[config.mk]
export PLATFORM = sky130hd
export DESIGN_NAME = issue_scoreboard
export DESIGN_NICKNAME = d
export VERILOG_FILES = /design/src/rtl/issue_scoreboard_pkg.sv /design/src/rtl/sb_hazard_chk.sv /design/src/rtl/issue_scoreboard.sv
export SDC_FILE = /design/constraint.sdc
export NUM_CORES = 1
export LEC_CHECK = 0
export CAP_MARGIN = 20
export CORE_MARGIN = 1
export CORE_UTILIZATION = 45
export CTS_BUF_LIST = sky130_fd_sc_hd__clkbuf_4
export CTS_CLUSTER_SIZE = 12
export DETAILED_ROUTE_END_ITERATION = 7
export GPL_ROUTABILITY_DRIVEN = 0
export PLACE_DENSITY_LB_ADDON = 0.12
export SLEW_MARGIN = 30
export SYNTH_ARGS = -nofsm -noshare
export SYNTH_HDL_FRONTEND = slang
export SYNTH_SLANG_ARGS = --single-unit
[constraint.sdc]
create_clock -name i_clk -period 3.7 [get_ports i_clk]
set_input_delay 0.74 -clock i_clk [delete_from_list [all_inputs] [get_ports i_clk]]
set_output_delay 0.74 -clock i_clk [all_outputs]
set_load 0.1 [all_outputs]
[src/rtl/issue_scoreboard_pkg.sv]
// issue_scoreboard_pkg: shared types and defaults for the in-order issue scoreboard
package issue_scoreboard_pkg;
  localparam int REG_ADDR_W = 5;
  localparam int DEF_NUM_REGS = 32;
  localparam int DEF_MAX_INFLIGHT = 8;
  typedef enum logic [1:0] {RUN, DRAIN, IDLE} sb_state_e;
endpackage

[src/rtl/sb_hazard_chk.sv]
// sb_hazard_chk: RAW/WAW detection against the pending vector, with same-cycle writeback bypass
module sb_hazard_chk import issue_scoreboard_pkg::*; #(
  parameter int NUM_REGS = DEF_NUM_REGS
) (
  input  logic [NUM_REGS-1:0]   pend,
  input  logic [REG_ADDR_W-1:0] rs1_addr,
  input  logic [REG_ADDR_W-1:0] rs2_addr,
  input  logic                  rs1_used,
  input  logic                  rs2_used,
  input  logic [REG_ADDR_W-1:0] rd_addr,
  input  logic                  rd_wren,
  input  logic                  wb_vld,
  input  logic [REG_ADDR_W-1:0] wb_rd,
  output logic                  raw,
  output logic                  waw
);
  logic [NUM_REGS-1:0] live;
  assign live = pend & ~(NUM_REGS'(wb_vld) << wb_rd);
  assign raw = (rs1_used && live[rs1_addr]) || (rs2_used && live[rs2_addr]);
  assign waw = rd_wren && rd_addr != '0 && live[rd_addr];
endmodule

[src/rtl/issue_scoreboard.sv]
// issue_scoreboard: tracks pending destinations and in-flight count, gates issue, handles drain
module issue_scoreboard import issue_scoreboard_pkg::*; #(
  parameter int NUM_REGS = DEF_NUM_REGS,
  parameter int MAX_INFLIGHT = DEF_MAX_INFLIGHT,
  localparam int IW = $clog2(MAX_INFLIGHT) + 1
) (
  input  logic                  i_clk,
  input  logic                  i_rst_n,
  input  logic                  i_issue_vld,
  input  logic [REG_ADDR_W-1:0] i_rs1_addr,
  input  logic [REG_ADDR_W-1:0] i_rs2_addr,
  input  logic                  i_rs1_used,
  input  logic                  i_rs2_used,
  input  logic [REG_ADDR_W-1:0] i_rd_addr,
  input  logic                  i_rd_wren,
  input  logic                  i_wb_vld,
  input  logic [REG_ADDR_W-1:0] i_wb_rd,
  input  logic                  i_drain,
  output logic                  o_issue_rdy,
  output logic                  o_stall,
  output logic [IW-1:0]         o_inflight,
  output logic                  o_drained,
  output logic [31:0]           o_stall_cnt,
  output logic                  o_wb_err
);
  sb_state_e state, state_nxt;
  logic [NUM_REGS-1:0] pend, pend_set, pend_clr;
  logic [IW-1:0] inflight_nxt;
  logic raw, waw, cap, issue, wb_bad;
  sb_hazard_chk #(.NUM_REGS(NUM_REGS)) u_hz (
    .pend(pend), .rs1_addr(i_rs1_addr), .rs2_addr(i_rs2_addr),
    .rs1_used(i_rs1_used), .rs2_used(i_rs2_used),
    .rd_addr(i_rd_addr), .rd_wren(i_rd_wren),
    .wb_vld(i_wb_vld), .wb_rd(i_wb_rd), .raw(raw), .waw(waw)
  );
  assign cap = o_inflight == IW'(MAX_INFLIGHT) && !i_wb_vld;
  assign o_issue_rdy = state == RUN && !raw && !waw && !cap;
  assign o_stall = i_issue_vld && !o_issue_rdy;
  assign o_drained = state == IDLE;
  assign issue = i_issue_vld && o_issue_rdy;
  // x0 is never tracked, so bit 0 is masked out of every set
  assign pend_set = (issue && i_rd_wren) ? (NUM_REGS'(1) << i_rd_addr) & ~NUM_REGS'(1) : '0;
  assign pend_clr = i_wb_vld ? NUM_REGS'(1) << i_wb_rd : '0;
  assign wb_bad = i_wb_vld && (o_inflight == '0 || (i_wb_rd != '0 && !pend[i_wb_rd]));
  assign inflight_nxt = o_inflight + IW'(issue) - IW'(i_wb_vld && o_inflight != '0);
  always_comb begin
    state_nxt = state == RUN   ? (i_drain ? DRAIN : RUN) :
                state == DRAIN ? (!i_drain ? RUN : inflight_nxt == '0 ? IDLE : DRAIN) :
                                 (i_drain ? IDLE : RUN);
  end
  always_ff @(posedge i_clk or negedge i_rst_n) begin
    if (!i_rst_n) begin
      state       <= RUN;
      pend        <= '0;
      o_inflight  <= '0;
      o_stall_cnt <= '0;
      o_wb_err    <= 1'b0;
    end else begin
      state       <= state_nxt;
      pend        <= (pend & ~pend_clr) | pend_set;
      o_inflight  <= inflight_nxt;
      o_stall_cnt <= (o_stall && o_stall_cnt != '1) ? o_stall_cnt + 32'd1 : o_stall_cnt;
      o_wb_err    <= o_wb_err | wb_bad;
    end
  end
endmodule

-- Word level (Yosys, flattened, before mapping)
Cells that the tools add are included.
- logic and storage cells: 70
- output and inout bits: 40
- latch bits: 0
- memory bits (writable): 0
- bits in registers: 71
- memory bits (read-only): 0
- input port bits: 28
- memories kept: 0
- shift-type cells: 3
- divide/modulo/power cells: 0
- equal/unequal tests: 4
- order comparisons: 4
- multiplexer cells: 16
- $mul: 0
- reduce and logical (&&, ||, !) cells: 29
- bitwise operators: 6
- $add $sub $neg: 3
- operators by type and width (kind ; count):
    32-bit bitwise AND ; 2
    32-bit 2-to-1 mux ; 2
    32-bit inverter ; 2
    1-bit by 5-bit left shift with 32-bit output, first input constant ; 2
    32-bit by 1-bit adder with 32-bit output, second input constant ; 1
    32-bit != test, second input constant ; 1
    32-bit bitwise OR ; 1
    1-bit by 5-bit left shift with 32-bit output ; 1
    5-bit by 6-bit less-than comparator with 1-bit output, second input constant ; 4
    1-bit binary-select mux with 5-bit select ; 4
    1-bit logical AND ; 15
    2-bit 2-to-1 mux ; 5
    5-bit nonzero test ; 2
    4-bit logical NOT ; 2
    1-bit logical NOT ; 6
    1-bit 2-to-1 mux ; 5
    4-bit by 1-bit adder with 4-bit output ; 1
    4-bit equality test, second input constant ; 1
    4-bit nonzero test ; 1
    4-bit by 1-bit subtractor with 4-bit output ; 1
    2-bit by 1-bit equality test with 1-bit output, second input constant ; 1
    2-bit equality test, second input constant ; 1
    2-bit logical NOT ; 1
    1-bit logical OR ; 2
    1-bit bitwise OR ; 1

-- Logic depth before layout (Yosys ltp)
Gate-level depths: netlist of run 1.
- depth in word-level cells: 19
- gate-level depth with buffers: 21
- mapped depth without buffers: 17

-- Modules after synthesis
A second synthesis of run 1 with hierarchy kept.
- cell total of the unflattened synthesis: 576
- area total of the unflattened synthesis: 5221.3 µm²
- by module, submodules not included (module ; seq. area each (µm²) ; area each (µm²) ; cells an instance ; instances):
    issue_scoreboard ; 1776.7 ; 3638.5 ; 351 ; 1
    sb_hazard_chk ; 0.0 ; 1582.8 ; 225 ; 1

-- Least setup slack after synthesis of run 1
Ideal clock, no wire load.
- kind: input-to-output
- start: in i_wb_rd[1]
- end: out o_stall
- setup slack: -1.573 ns
- cell stages on the path: 12
- data arrival time: 4.533 ns
- buffers on the path: 3
- required time: 2.960 ns
- path through: buf_6 > or2b_1 > o21ai_1 > mux4_2 > or3b_1 > and4_1 > o311ai_4 > or2_1 > buf_6 > buf_6 > inv_1 > nor2_1
- word-level cells in the longest chain between the ends: 13
- elaborated cells on any way between the ends: 20
- classes of those cells: shift: 1; mux: 6; bitwise: 2; reduce/logical: 11
- ends and longest elaborated chain (item ; line ; RTL):
    from (decl) ; issue_scoreboard.sv:17 ; input logic [REG_ADDR_W-1:0] i_wb_rd,
    1-bit by 5-bit left shift with 32-bit output * ; sb_hazard_chk.sv:18 ; assign live = pend & ~(NUM_REGS'(wb_vld) << wb_rd);
    32-bit inverter * ; sb_hazard_chk.sv:18 ;
    32-bit bitwise AND * ; sb_hazard_chk.sv:18 ;
    1-bit binary-select mux with 5-bit select ; sb_hazard_chk.sv:19 ; assign raw = (rs1_used && live[rs1_addr]) || (rs2_used && live[rs2_addr]);
    1-bit 2-to-1 mux (implied by the code) ; sb_hazard_chk.sv:19 ;
    1-bit logical AND ; sb_hazard_chk.sv:19 ;
    1-bit logical OR ; sb_hazard_chk.sv:19 ;
    1-bit logical NOT ; issue_scoreboard.sv:37 ; assign o_issue_rdy = state == RUN && !raw && !waw && !cap;
    1-bit logical AND ; issue_scoreboard.sv:37 ;
    1-bit logical AND * (2 in series) ; issue_scoreboard.sv:37 ;
    via o_issue_rdy ; issue_scoreboard.sv:19 ; output logic o_issue_rdy,
    1-bit logical NOT * ; issue_scoreboard.sv:38 ; assign o_stall = i_issue_vld && !o_issue_rdy;
    1-bit logical AND * ; issue_scoreboard.sv:38 ;
    to (decl) ; issue_scoreboard.sv:20 ; output logic o_stall,
The timed path passes the listed nets; every way through them passes the cells marked *. The select of a mux whose other input is x is not followed.

-- Final worst setup path of run 1
- start: in i_wb_rd[4]
- end: reg state[0]
- word-level cells in the longest chain between the ends: 19
- elaborated cells on any way between the ends: 26
- classes of those cells: add/sub: 2; shift: 1; mux: 10; bitwise: 2; reduce/logical: 11
- ends and longest elaborated chain (item ; line ; RTL):
    1-bit by 5-bit left shift with 32-bit output * ; sb_hazard_chk.sv:18 ;
    32-bit inverter * ; sb_hazard_chk.sv:18 ;
    32-bit bitwise AND * ; sb_hazard_chk.sv:18 ;
    1-bit binary-select mux with 5-bit select ; sb_hazard_chk.sv:19 ;
    1-bit 2-to-1 mux (implied by the code) ; sb_hazard_chk.sv:19 ;
    1-bit logical AND ; sb_hazard_chk.sv:19 ;
    1-bit logical OR ; sb_hazard_chk.sv:19 ;
    1-bit logical NOT ; issue_scoreboard.sv:37 ;
    [3 not listed] ; -- ;
    1-bit logical AND * ; issue_scoreboard.sv:40 ; assign issue = i_issue_vld && o_issue_rdy;
    4-bit by 1-bit adder with 4-bit output * ; issue_scoreboard.sv:45 ; assign inflight_nxt = o_inflight + IW'(issue) - IW'(i_wb_vld && o_inflight != '0);
    4-bit by 1-bit subtractor with 4-bit output * ; issue_scoreboard.sv:45 ;
    via inflight_nxt[1] ; issue_scoreboard.sv:28 ; logic [IW-1:0] inflight_nxt;
    4-bit logical NOT * ; issue_scoreboard.sv:48 ; state == DRAIN ? (!i_drain ? RUN : inflight_nxt == '0 ? IDLE : DRAIN) :
    2-bit 2-to-1 mux * (3 in series) ; issue_scoreboard.sv:48 ;
    2-bit 2-to-1 mux * ; issue_scoreboard.sv:47 ; state_nxt = state == RUN ? (i_drain ? DRAIN : RUN) :
    via state_nxt[0] ; issue_scoreboard.sv:26 ; sb_state_e state, state_nxt;
    to (signal assigned) ; issue_scoreboard.sv:59 ; state <= state_nxt;
    to (decl) ; issue_scoreboard.sv:26 ;
Marks and branches as above.
A chain may end at the register's enable or synchronous reset.

==> metrics.txt, run 1 <==
clock-pin slew on the worst setup and hold paths=between 0.1 and 0.15 ns; Clk Latency, worst-skew pair=around 0.42 ns; # setup viols final=5; final cell count without fillers=between 800 and 900; die area=approximately 0.011 mm²; Clock Skew=0.0224 ns; antenna-violating nets left=0; minimum clock period=between 4 and 5 ns; clock sinks=71; Mean Syn Cell Area=approximately 9.9 µm²; clock share of power=between 10 and 15%; initial antenna violation count=0; via count=5098; CP most frequent cell=buf_4; Mapped Nets=~540; Routed WL=around 17000 µm; Port Buf Inserts=67; synth top area cells=dfrtp_1 (36%), mux4_2 (5.9%), o31ai_1 (4.8%); critical path's slowest cell=fa_2; GR Util All Layers=30.8%; Syn Inst Count=just over 500; synth warn=0; post-synth top area share=35.8%; failing checks=negative setup slack; share of layout cells above drive strength 1=about a third; Seq pwr share=just under 30%; pin count of the biggest net entering global routing=60; CTS H-tree depth=3; Cells after DPL=a little under 800; FF+latch count, synth=71; max cap viols=0; synth unique cells=71; Max-Slew Margin vs Limit=roughly a third; switching share of power=a little under half; num ports=68; crit end category=flip-flop; sw power=approximately 1.6 mW; worst hold path type=primary input to asynchronous set/reset pin; crit path launch type=primary input; worst-margin pin slew=slightly below 1 ns; Final Cycle Share=112%; number of global-route vias before repair=slightly above 5000; gr ovfl total=0; nets@finish=722; Vert. Die Dim=between 100 and 150 µm; Final Max Slew Viols=0; top-count cell post-synth=dfrtp_1; ant diodes=0; Fin Hold WS=roughly 0.19 ns; final count of hold timing violations=0; WL per Instance=20.7 µm; Pint=approximately 1.9 mW; clock tree buffer depth=2; # rows=37; status=finished with violations; area delta synth->final=43.4%; combinational power share=a little under three fifths; crit-path max cell delay=roughly 0.41 ns; P per Cell Area=slightly below 500 mW/mm²; crit path DAT=between 4 and 5 ns; Commonest cells post-synth=dfrtp_1 (71), nand3_1 (34), o31ai_1 (32); Final TNS setup=-1.57 ns; CP Class=primary input to flip-flop; sequential cell area fraction in the yosys report=35.8%; Core ar.=~0.011 mm²; CTS tree=built; first-pass GRT wire length=between 20000 and 30000 µm; final worst slack=-0.428 ns; crit-path max FO=4; leading area contributor after synthesis=dfrtp_1; cts bufs inserted=9; fillers=roughly 790; Die Wd=between 100 and 150 µm; 1st-iter DRT viols=about 470; leakage power=between 3 and 4 nW; Vias per Instance=6.16; RSZ-0062 raised after global routing=yes; Peak supply drop=between 0.6 and 0.7 mV; Post-Syn Area=0.00496 mm²; ys flop type=dfrtp_1; Worst EP required=4.02 ns; Power, Total=between 3 and 4 mW; critical path, cell by cell=buf_8 -> buf_6 -> buf_4 -> nand4b_4 -> buf_4 -> o21ai_2 -> buf_4 -> o22ai_1 -> nor4_2 -> and4_4 -> o311ai_4 -> or2_4 -> clkinvlp_4 -> nand2_2 -> ha_4 -> inv_4 -> ha_4 -> fa_2 -> nor2_1 -> nand2_1 -> o31a_1 -> and2_1; DP HPWL=about 13000 µm; initial core utilization=~47%; Placement Setup Slack=-1.48 ns; Root Driver=clkbuf_4; EDFF count, synth=0; Post-CTS Hold Buffers=0; asr flop ratio synth=100%; TritonRoute pass-1 iters=5; Max Freq=between 200 and 250 MHz; Residual DRC=0
per-layer routing:
layer | share of wire, % | track usage, % | vias up
met4 | 3.0 | 12.0 | 0
met5 | 0 | 0 | -
met1 | 42 | 41.5 | 2447
met2 | 45 | 46.3 | 313
met3 | 10 | 9.36 | 50
li1 | - | - | 2288
power by group through the flow:
stage               combinational (mW)  sequential [mW]  clock, mW
detailed placement                1.82             1.04          0
global route                      2.08             1.05      0.548
finish                            1.97             1.05      0.496
floorplan                        0.825             1.39          0
CTS                               1.89             1.03      0.509
global placement                  1.80             1.04          0
layout make-up:
type                       count  area (µm²)  area share (%)
multi-input combinational    375        3140            44.2
timing repair buffer         207        1790            25.2
sequential                    71        1780            25.0
tap                          136         170            2.39
inverter                      22        90.1            1.27
clock buffer                  10        75.1            1.06
clock inverter                 6        60.1           0.845
stage by stage:
step | instance area, µm² | util (%)
finish | 7110 | 67.7
global route | 7110 | 67.7
detailed placement | 6610 | 62.9
global placement | 6610 | 62.9
floorplan | 5050 | -
CTS | 6970 | 66.3
cells in the final DEF (no fill, tap or decap), types with 10 or more instances in the layout:
master / count
buf_4: 124
a21oi_1: 10
nand2_1: 24
xnor2_1: 21
xor2_1: 15
inv_1: 16
o21ai_1: 10
nand3_1: 34
clkdlybuf4s50_1: 54
nor2_1: 12
buf_6: 14
nand4_1: 21
mux2i_1: 15
o21ai_0: 14
mux4_2: 15
o31ai_1: 32
clkbuf_4: 10
dfrtp_1: 70
state kept, by name, summed over array words and instances (netlist names):
register,count
o_stall_cnt,32
pend,32
state,2
o_wb_err,1
o_inflight,4
worst max-delay path, delay by kind of cell:
kind	cells	cell delay, ns
and+or+nand+nor	8	1.46
AOI/OAI and AO/OA	4	0.60
buffers and inverters	7	0.77
adders and majority gates	3	0.83
cell families (layout without fill, tap and decap cells):
logic type	after synthesis	in the layout	synth area share [%]
buffers and inverters	58	245	6.13
multiplexers	33	33	10.7
XOR/XNOR	37	37	6.54
AO/OA/AOI/OAI	121	121	16.9
AND/OR/NAND/NOR	175	176	21.8
adder cells (fa/ha/maj)	8	8	2.17
flip-flops	71	71	35.8
worst paths after layout:
check / from / endpoint / slack (ns) / depth (start not counted)
max in group asynchronous: i_rst_n / o_inflight[2] / 2.40 / 2
max: i_wb_rd[4] / state[0] / -0.43 / 22
max reg2reg: o_inflight[2] / state[0] / 0.02 / 17
min: i_rst_n / pend[14] / 0.19 / 1
min reg2reg: o_wb_err / o_wb_err / 0.49 / 1
min in group i_clk: o_wb_err / o_wb_err / 0.49 / 1
repair_timing:
| action | CTS | global route |
|---|---|---|
| setup endpoints to repair | 10 | 7 |
| setup buffers | 10 | 9 |
| resized for setup | 70 | 24 |
| gates cloned | 1 | 0 |
| pin swaps | 22 | 19 |
No activity file was read; power rests on OpenSTA's default activity.
==> run 2: changes to the inputs <==
Settings changed: SETUP_SLACK_MARGIN set to 0.05.
==> metrics.txt, run 2 (same netlist as run 1, synthesis figures left out) <==
most frequent cells in the layout=buf_4 (124), dfrtp_1 (70), clkdlybuf4s50_1 (54), nand3_1 (34), o31ai_1 (32); combinational power share=56.1% (about the same); clock share of power=14.1% (about the same); # setup viols final=5 (unchanged); final worst slack=-0.428 ns (-0.000258 ns); switching share of power=45.5% (about the same); leakage power=3.01 nW (unchanged); gr ovfl total=0 (unchanged); CP most frequent cell=buf_4; via count=5097 (-0.020%); Max-Slew Margin vs Limit=34.6% (unchanged); Residual DRC=0 (unchanged); ant diodes=0 (unchanged); dpl cell area=0.00661 mm² (unchanged); crit-path max cell delay=0.41 ns (about the same); Vert. Die Dim=107 µm (unchanged); critical path, cell by cell=buf_8 -> buf_6 -> buf_4 -> nand4b_4 -> buf_4 -> o21ai_2 -> buf_4 -> o22ai_1 -> nor4_2 -> and4_4 -> o311ai_4 -> or2_4 -> clkinvlp_4 -> nand2_2 -> ha_4 -> inv_4 -> ha_4 -> fa_2 -> nor2_1 -> nand2_1 -> o31a_1 -> and2_1; Final TNS setup=-1.57 ns (-0.00129 ns); sw power=1.60 mW (about the same); initial core utilization=47.2% (unchanged); worst-margin pin slew=0.977 ns (unchanged); minimum clock period=4.13 ns (+0.000258 ns); Vias per Instance=6.16 (about the same); DP HPWL=12800 µm (unchanged); CP Class=primary input to flip-flop; die area=0.0114 mm² (unchanged); clock tree buffer depth=2 (unchanged); RSZ-0062 raised after global routing=yes; Worst EP required=4.02 ns (about the same); area delta synth->final=43.4% (unchanged); max cap viols=0 (unchanged); TritonRoute pass-1 iters=5 (unchanged); worst hold path type=primary input to asynchronous set/reset pin; cts bufs inserted=9 (unchanged); nets@finish=722 (unchanged); CTS H-tree depth=3 (unchanged); P per Cell Area=494 mW/mm² (about the same); Routed WL=17100 µm (about the same); Placement Setup Slack=-1.48 ns (unchanged); CTS tree=built; GR Util All Layers=30.8% (unchanged); crit path DAT=4.45 ns (about the same); Peak supply drop=0.632 mV (unchanged); pin count of the biggest net entering global routing=60 (unchanged); Final Max Slew Viols=0 (unchanged); Root Driver=clkbuf_4; critical path's slowest cell=fa_2; 1st-iter DRT viols=469 (unchanged); final count of hold timing violations=0 (unchanged); WL per Instance=20.7 µm (about the same); clock-pin slew on the worst setup and hold paths=0.13 ns (about the same); Port Buf Inserts=67 (unchanged); Max Freq=242 MHz (about the same); Final Cycle Share=112% (about the same); crit path launch type=primary input; crit-path max FO=4 (unchanged); most common cell after layout, fill and taps aside=buf_4; clock sinks=71 (unchanged); antenna-violating nets left=0 (unchanged); failing checks=negative setup slack; first-pass GRT wire length=26600 µm (about the same); Seq pwr share=29.8% (about the same); fillers=794 (unchanged); Pint=1.91 mW (unchanged); crit end category=flip-flop; top flop regs=o_stall_cnt: 32 flops, pend: 32 flops, o_inflight: 4 flops; Die Wd=107 µm (unchanged); initial antenna violation count=0 (unchanged); Post-Layout Inst Area=0.00711 mm² (unchanged); share of layout cells above drive strength 1=34.4% (unchanged); status=finished with violations; # rows=37 (unchanged); Clk Latency, worst-skew pair=0.42 ns (about the same); num ports=68 (unchanged); Clock Skew=0.0224 ns (unchanged); Core ar.=0.0105 mm² (unchanged); number of global-route vias before repair=5035 (-0.14%)
==> run 2: cell counts in the layout (fill, tap and decap cells not counted) <==
No cell type changed its count.
==> run 2: worst paths after layout <==
kind / start / end / slack [ns] / cells after the start
max: i_wb_rd[4] / state[0] / -0.43 / 22
min: i_rst_n / pend[14] / 0.19 / 1
max reg2reg: o_inflight[2] / state[0] / 0.02 / 17
min reg2reg: o_wb_err / o_wb_err / 0.49 / 1
max in group asynchronous: i_rst_n / o_inflight[2] / 2.40 / 2
min in group i_clk: o_wb_err / o_wb_err / 0.49 / 1
==> run 2: critical path: cells and delay by family <==
| kind | cells | cell delay (ns) |
|---|---|---|
| compound gates | 4 | 0.60 |
| fa+ha+maj | 3 | 0.83 |
| buf+inv | 7 | 0.77 |
| simple gates | 8 | 1.46 |
==> run 2: power groups by stage <==
stage               registers, mW  clock network (mW)  logic (mW)
detailed placement           1.04                   0        1.82
global route                 1.05               0.548        2.08
finish                       1.05               0.496        1.97
CTS                          1.03               0.509        1.89
floorplan                    1.39                   0       0.825
global placement             1.04                   0        1.80
==> run 2: through the flow <==
step	hold slack, ns	cells	utilization (%)	total power [mW]
after floorplan	0.444	503	-	2.22
after global placement	0.451	792	62.9	2.84
after detailed placement	0.469	792	62.9	2.86
after CTS	0.189	819	66.3	3.43
after global routing	0.167	827	67.7	3.69
final	0.193	827	67.7	3.51
==> run 2: area by class of cell <==
type	count	area [µm²]	area share, %
clock inverters	6	60.1	0.845
repair buffers	207	1790	25.2
inverters	22	90.1	1.27
flip-flops and latches	71	1780	25.0
multi-input cells	375	3140	44.2
well taps	136	170	2.39
clock buffers	10	75.1	1.06
==> run 2: layer usage <==
| metal | wire length [µm] | vias to the layer above | global-route usage, % |
|---|---|---|---|
| li1 | - | 2288 | - |
| met1 | 7140 | 2448 | 41.5 |
| met2 | 7710 | 311 | 46.3 |
| met3 | 1770 | 50 | 9.36 |
| met4 | 508 | 0 | 12.0 |
| met5 | 0 | - | 0 |
==> run 2: repair_timing <==
| item | in CTS | in global routing |
|---|---|---|
| resized for setup | 70 | 24 |
| endpoints found under the hold margin | 0 | 0 |
| pin swaps | 23 | 18 |
| setup endpoints to repair | 21 | 7 |
| gates cloned | 1 | 0 |
| buffers inserted | 10 | 9 |
| hold buffers | 0 | 0 |
==> run 3: changes to the inputs <==
Settings changed: SYNTH_HIERARCHICAL set to 1.
==> metrics.txt, run 3 <==
status=finished with violations; failing checks=negative setup slack; # rows=38 (+2.7%); share of layout cells above drive strength 1=33.0% (-1.4 points); 1st-iter DRT viols=704 (+50%); pin count of the biggest net entering global routing=29 (-52%); synth warn=6 (+6); gr ovfl total=0 (unchanged); initial core utilization=47.1% (about the same); Core ar.=0.0111 mm² (+5.4%); die area=0.0120 mm² (+5.2%); Die Wd=110 µm (+2.6%); Vias per Instance=6.32 (+2.6%); Syn Inst Count=576 (+15%); Final Cycle Share=117% (+5.9 points); final worst slack=-0.645 ns (-0.217 ns); asr flop ratio synth=100% (unchanged); top-count cell post-synth=o21ai_0; sequential cell area fraction in the yosys report=34.0% (-1.8 points); clock tree buffer depth=2 (unchanged); Seq pwr share=31.4% (+1.6 points); Mean Syn Cell Area=9.06 µm² (-8.0%); clock share of power=14.0% (about the same); EDFF count, synth=0 (unchanged); CTS tree=built; final count of hold timing violations=0 (unchanged); Port Buf Inserts=67 (unchanged); GR Util All Layers=32.3% (+1.5 points); Post-Syn Area=0.00522 mm² (+5.4%); top flop regs=o_stall_cnt: 32 flops, pend: 32 flops, o_inflight: 4 flops; Vert. Die Dim=110 µm (+2.6%); via count=5747 (+13%); synth unique cells=80 (+13%); nets@finish=800 (+11%); synth top area cells=dfrtp_1 (34%), o21ai_0 (8.0%), mux4_2 (5.2%); P per Cell Area=459 mW/mm² (-7.2%); Post-CTS Hold Buffers=0 (unchanged); Residual DRC=0 (unchanged); Final TNS setup=-2.62 ns (-1.05 ns); crit path DAT=3.61 ns (-0.84 ns); Placement Setup Slack=-1.69 ns (-0.210 ns); crit-path max FO=4 (unchanged); Clock Skew=0.0203 ns (-0.00202 ns); Max Freq=230 MHz (-5.0%); Final Max Slew Viols=0 (unchanged); ys flop type=dfrtp_1; minimum clock period=4.35 ns (+0.217 ns); Peak supply drop=0.643 mV (+1.7%); max cap viols=0 (unchanged); num ports=68 (unchanged); Cells after DPL=876 (+11%); family with the most delay on the worst path=simple AND/OR/NAND/NOR gates; antenna-violating nets left=0 (unchanged); critical path's slowest cell=or4_1; # setup viols final=8 (+3); CTS H-tree depth=3 (unchanged); crit-path max cell delay=0.54 ns (+0.13 ns); FF+latch count, synth=71 (unchanged); crit end category=output port; Pint=1.88 mW (-1.9%); Routed WL=18800 µm (+9.7%); Worst EP required=2.96 ns (-1.06 ns); RSZ-0062 raised after global routing=yes; switching share of power=46.2% (+0.67 points); combinational power share=54.6% (-1.5 points); worst hold path type=primary input to asynchronous set/reset pin; initial antenna violation count=0 (unchanged); TritonRoute pass-1 iters=6 (+1); cts bufs inserted=9 (unchanged); most common cell after layout, fill and taps aside=buf_4; Mapped Nets=612 (+14%); clock sinks=71 (unchanged); Commonest cells post-synth=o21ai_0 (83), dfrtp_1 (71), nand2_1 (46); critical path, cell by cell=buf_8 -> buf_6 -> buf_6 -> nand4b_1 -> o211ai_1 -> a21oi_1 -> or4_1 -> a311oi_1 -> nand4_1 -> nor4_4 -> and2_4 -> buf_6 -> nand2b_4 -> clkinvlp_4 -> buf_12; clock-pin slew on the worst setup and hold paths=0.11 ns (-0.02 ns); area delta synth->final=45.8%; leading area contributor after synthesis=dfrtp_1; CP bufs+invs=6 (-1); sw power=1.61 mW (+0.81%); final cell count without fillers=909 (+9.9%); DP HPWL=13800 µm (+7.3%); number of global-route vias before repair=5645 (+12%); Root Driver=clkbuf_4; CP Class=primary input to output port; Clk Latency, worst-skew pair=0.43 ns (about the same); worst-margin pin slew=0.990 ns (+0.0130 ns); most frequent cells in the layout=buf_4 (124), dfrtp_1 (71), o21ai_0 (61), clkdlybuf4s50_1 (52), nand2_1 (40); leakage power=3.20 nW (+6.5%); ant diodes=0 (unchanged); WL per Instance=20.7 µm (-0.19%); Max-Slew Margin vs Limit=33.8% (-0.87 points); first-pass GRT wire length=29000 µm (+8.8%); crit path launch type=primary input; post-synth top area share=34.0% (-1.8 points); CP most frequent cell=buf_6
[run 3: cell types whose count changed after synthesis, sizes merged, moves of 8 or more]
| cell | before | now |
|---|---|---|
| nand2b | 7 | 16 |
| buf | 20 | 10 |
| o22ai | 8 | 0 |
| o31ai | 32 | 5 |
| nand2 | 26 | 46 |
| nand3 | 34 | 23 |
| o211ai | 4 | 14 |
| o21ai | 37 | 90 |
| nor2 | 13 | 23 |
| xor2 | 16 | 24 |
| xnor2 | 21 | 7 |
[run 3: final cells by class]
type	instances	area [µm²]
well taps	140	175
clock buffers	11	82.6
fillers	862	3470
multi-input cells	454	3600
clock inverters	5	48.8
inverters	22	92.6
flip-flops and latches	71	1780
repair buffers	206	1830
[run 3: metrics by stage]
step / area, µm² / util, % / hold slack [ns] / power [mW]
floorplan: 5330 / - / 0.444 / 2.19
global placement: 6970 / 62.9 / 0.472 / 2.76
detailed placement: 6970 / 62.9 / 0.473 / 2.80
CTS: 7380 / 66.6 / 0.274 / 3.41
global route: 7610 / 68.7 / 0.301 / 3.65
finish: 7610 / 68.7 / 0.280 / 3.49
[run 3: repair_timing]
item | CTS | global route
pin swaps | 21 | 24
setup buffers | 12 | 10
gates resized for setup | 75 | 59
endpoints found under the setup margin | 71 | 60
cloned | 0 | 0
[run 3: power groups by stage]
stage          clock, mW  combinational, mW  sequential [mW]
5_1_grt            0.524               2.02             1.11
6_report           0.489               1.91             1.10
4_1_cts            0.497               1.83             1.08
3_5_place_dp           0               1.71             1.09
3_3_place_gp           0               1.67             1.09
2_1_floorplan          0              0.694             1.49
[run 3: worst reg2reg max path, cell delays in order, from the launching register on]
cell and delay (ns):
dfrtp_1 0.43, o211ai_1 0.12, a21oi_1 0.10, or4_1 0.54
a311oi_1 0.28, nand4_1 0.20, nor4_4 0.27, and2_4 0.20
nand2_4 0.05, ha_4 0.27, inv_2 0.04, ha_4 0.15
fa_2 0.35, xor2_2 0.16, nor3_2 0.10, nand2_1 0.07
o21ba_2 0.22, and2_1 0.13
[run 3: path summary, 6_finish.rpt]
kind                                       from              end  slack (ns)  cells past startpoint
worst min register to register  o_stall_cnt[28]  o_stall_cnt[28]        0.49                      1
worst max-delay path                   i_wb_vld          o_stall       -0.65                     15
min in group i_clk              o_stall_cnt[28]  o_stall_cnt[28]        0.49                      1
max in group asynchronous               i_rst_n          pend[5]        2.62                      2
worst min-delay path                    i_rst_n  o_stall_cnt[19]        0.28                      1
worst max register to register         pend[15]         state[0]       -0.05                     17
[run 3: cells by family after synthesis]
family | Yosys count | share of synthesized area (%)
buf+inv | 51 | 4.15
fa+ha+maj | 8 | 2.06
compound gates | 174 | 21.9
simple gates | 209 | 23.5
mux | 32 | 9.20
flops | 71 | 34.0
xor+xnor | 31 | 5.20
[run 3: metal layers]
layer / wire, µm / track usage [%] / vias to the layer above
met5: 0 / 0 / -
met4: 766 / 17.4 / 0
met3: 1350 / 6.11 / 67
met2: 9030 / 52.0 / 312
met1: 7650 / 41.0 / 2800
li1: - / - / 2568
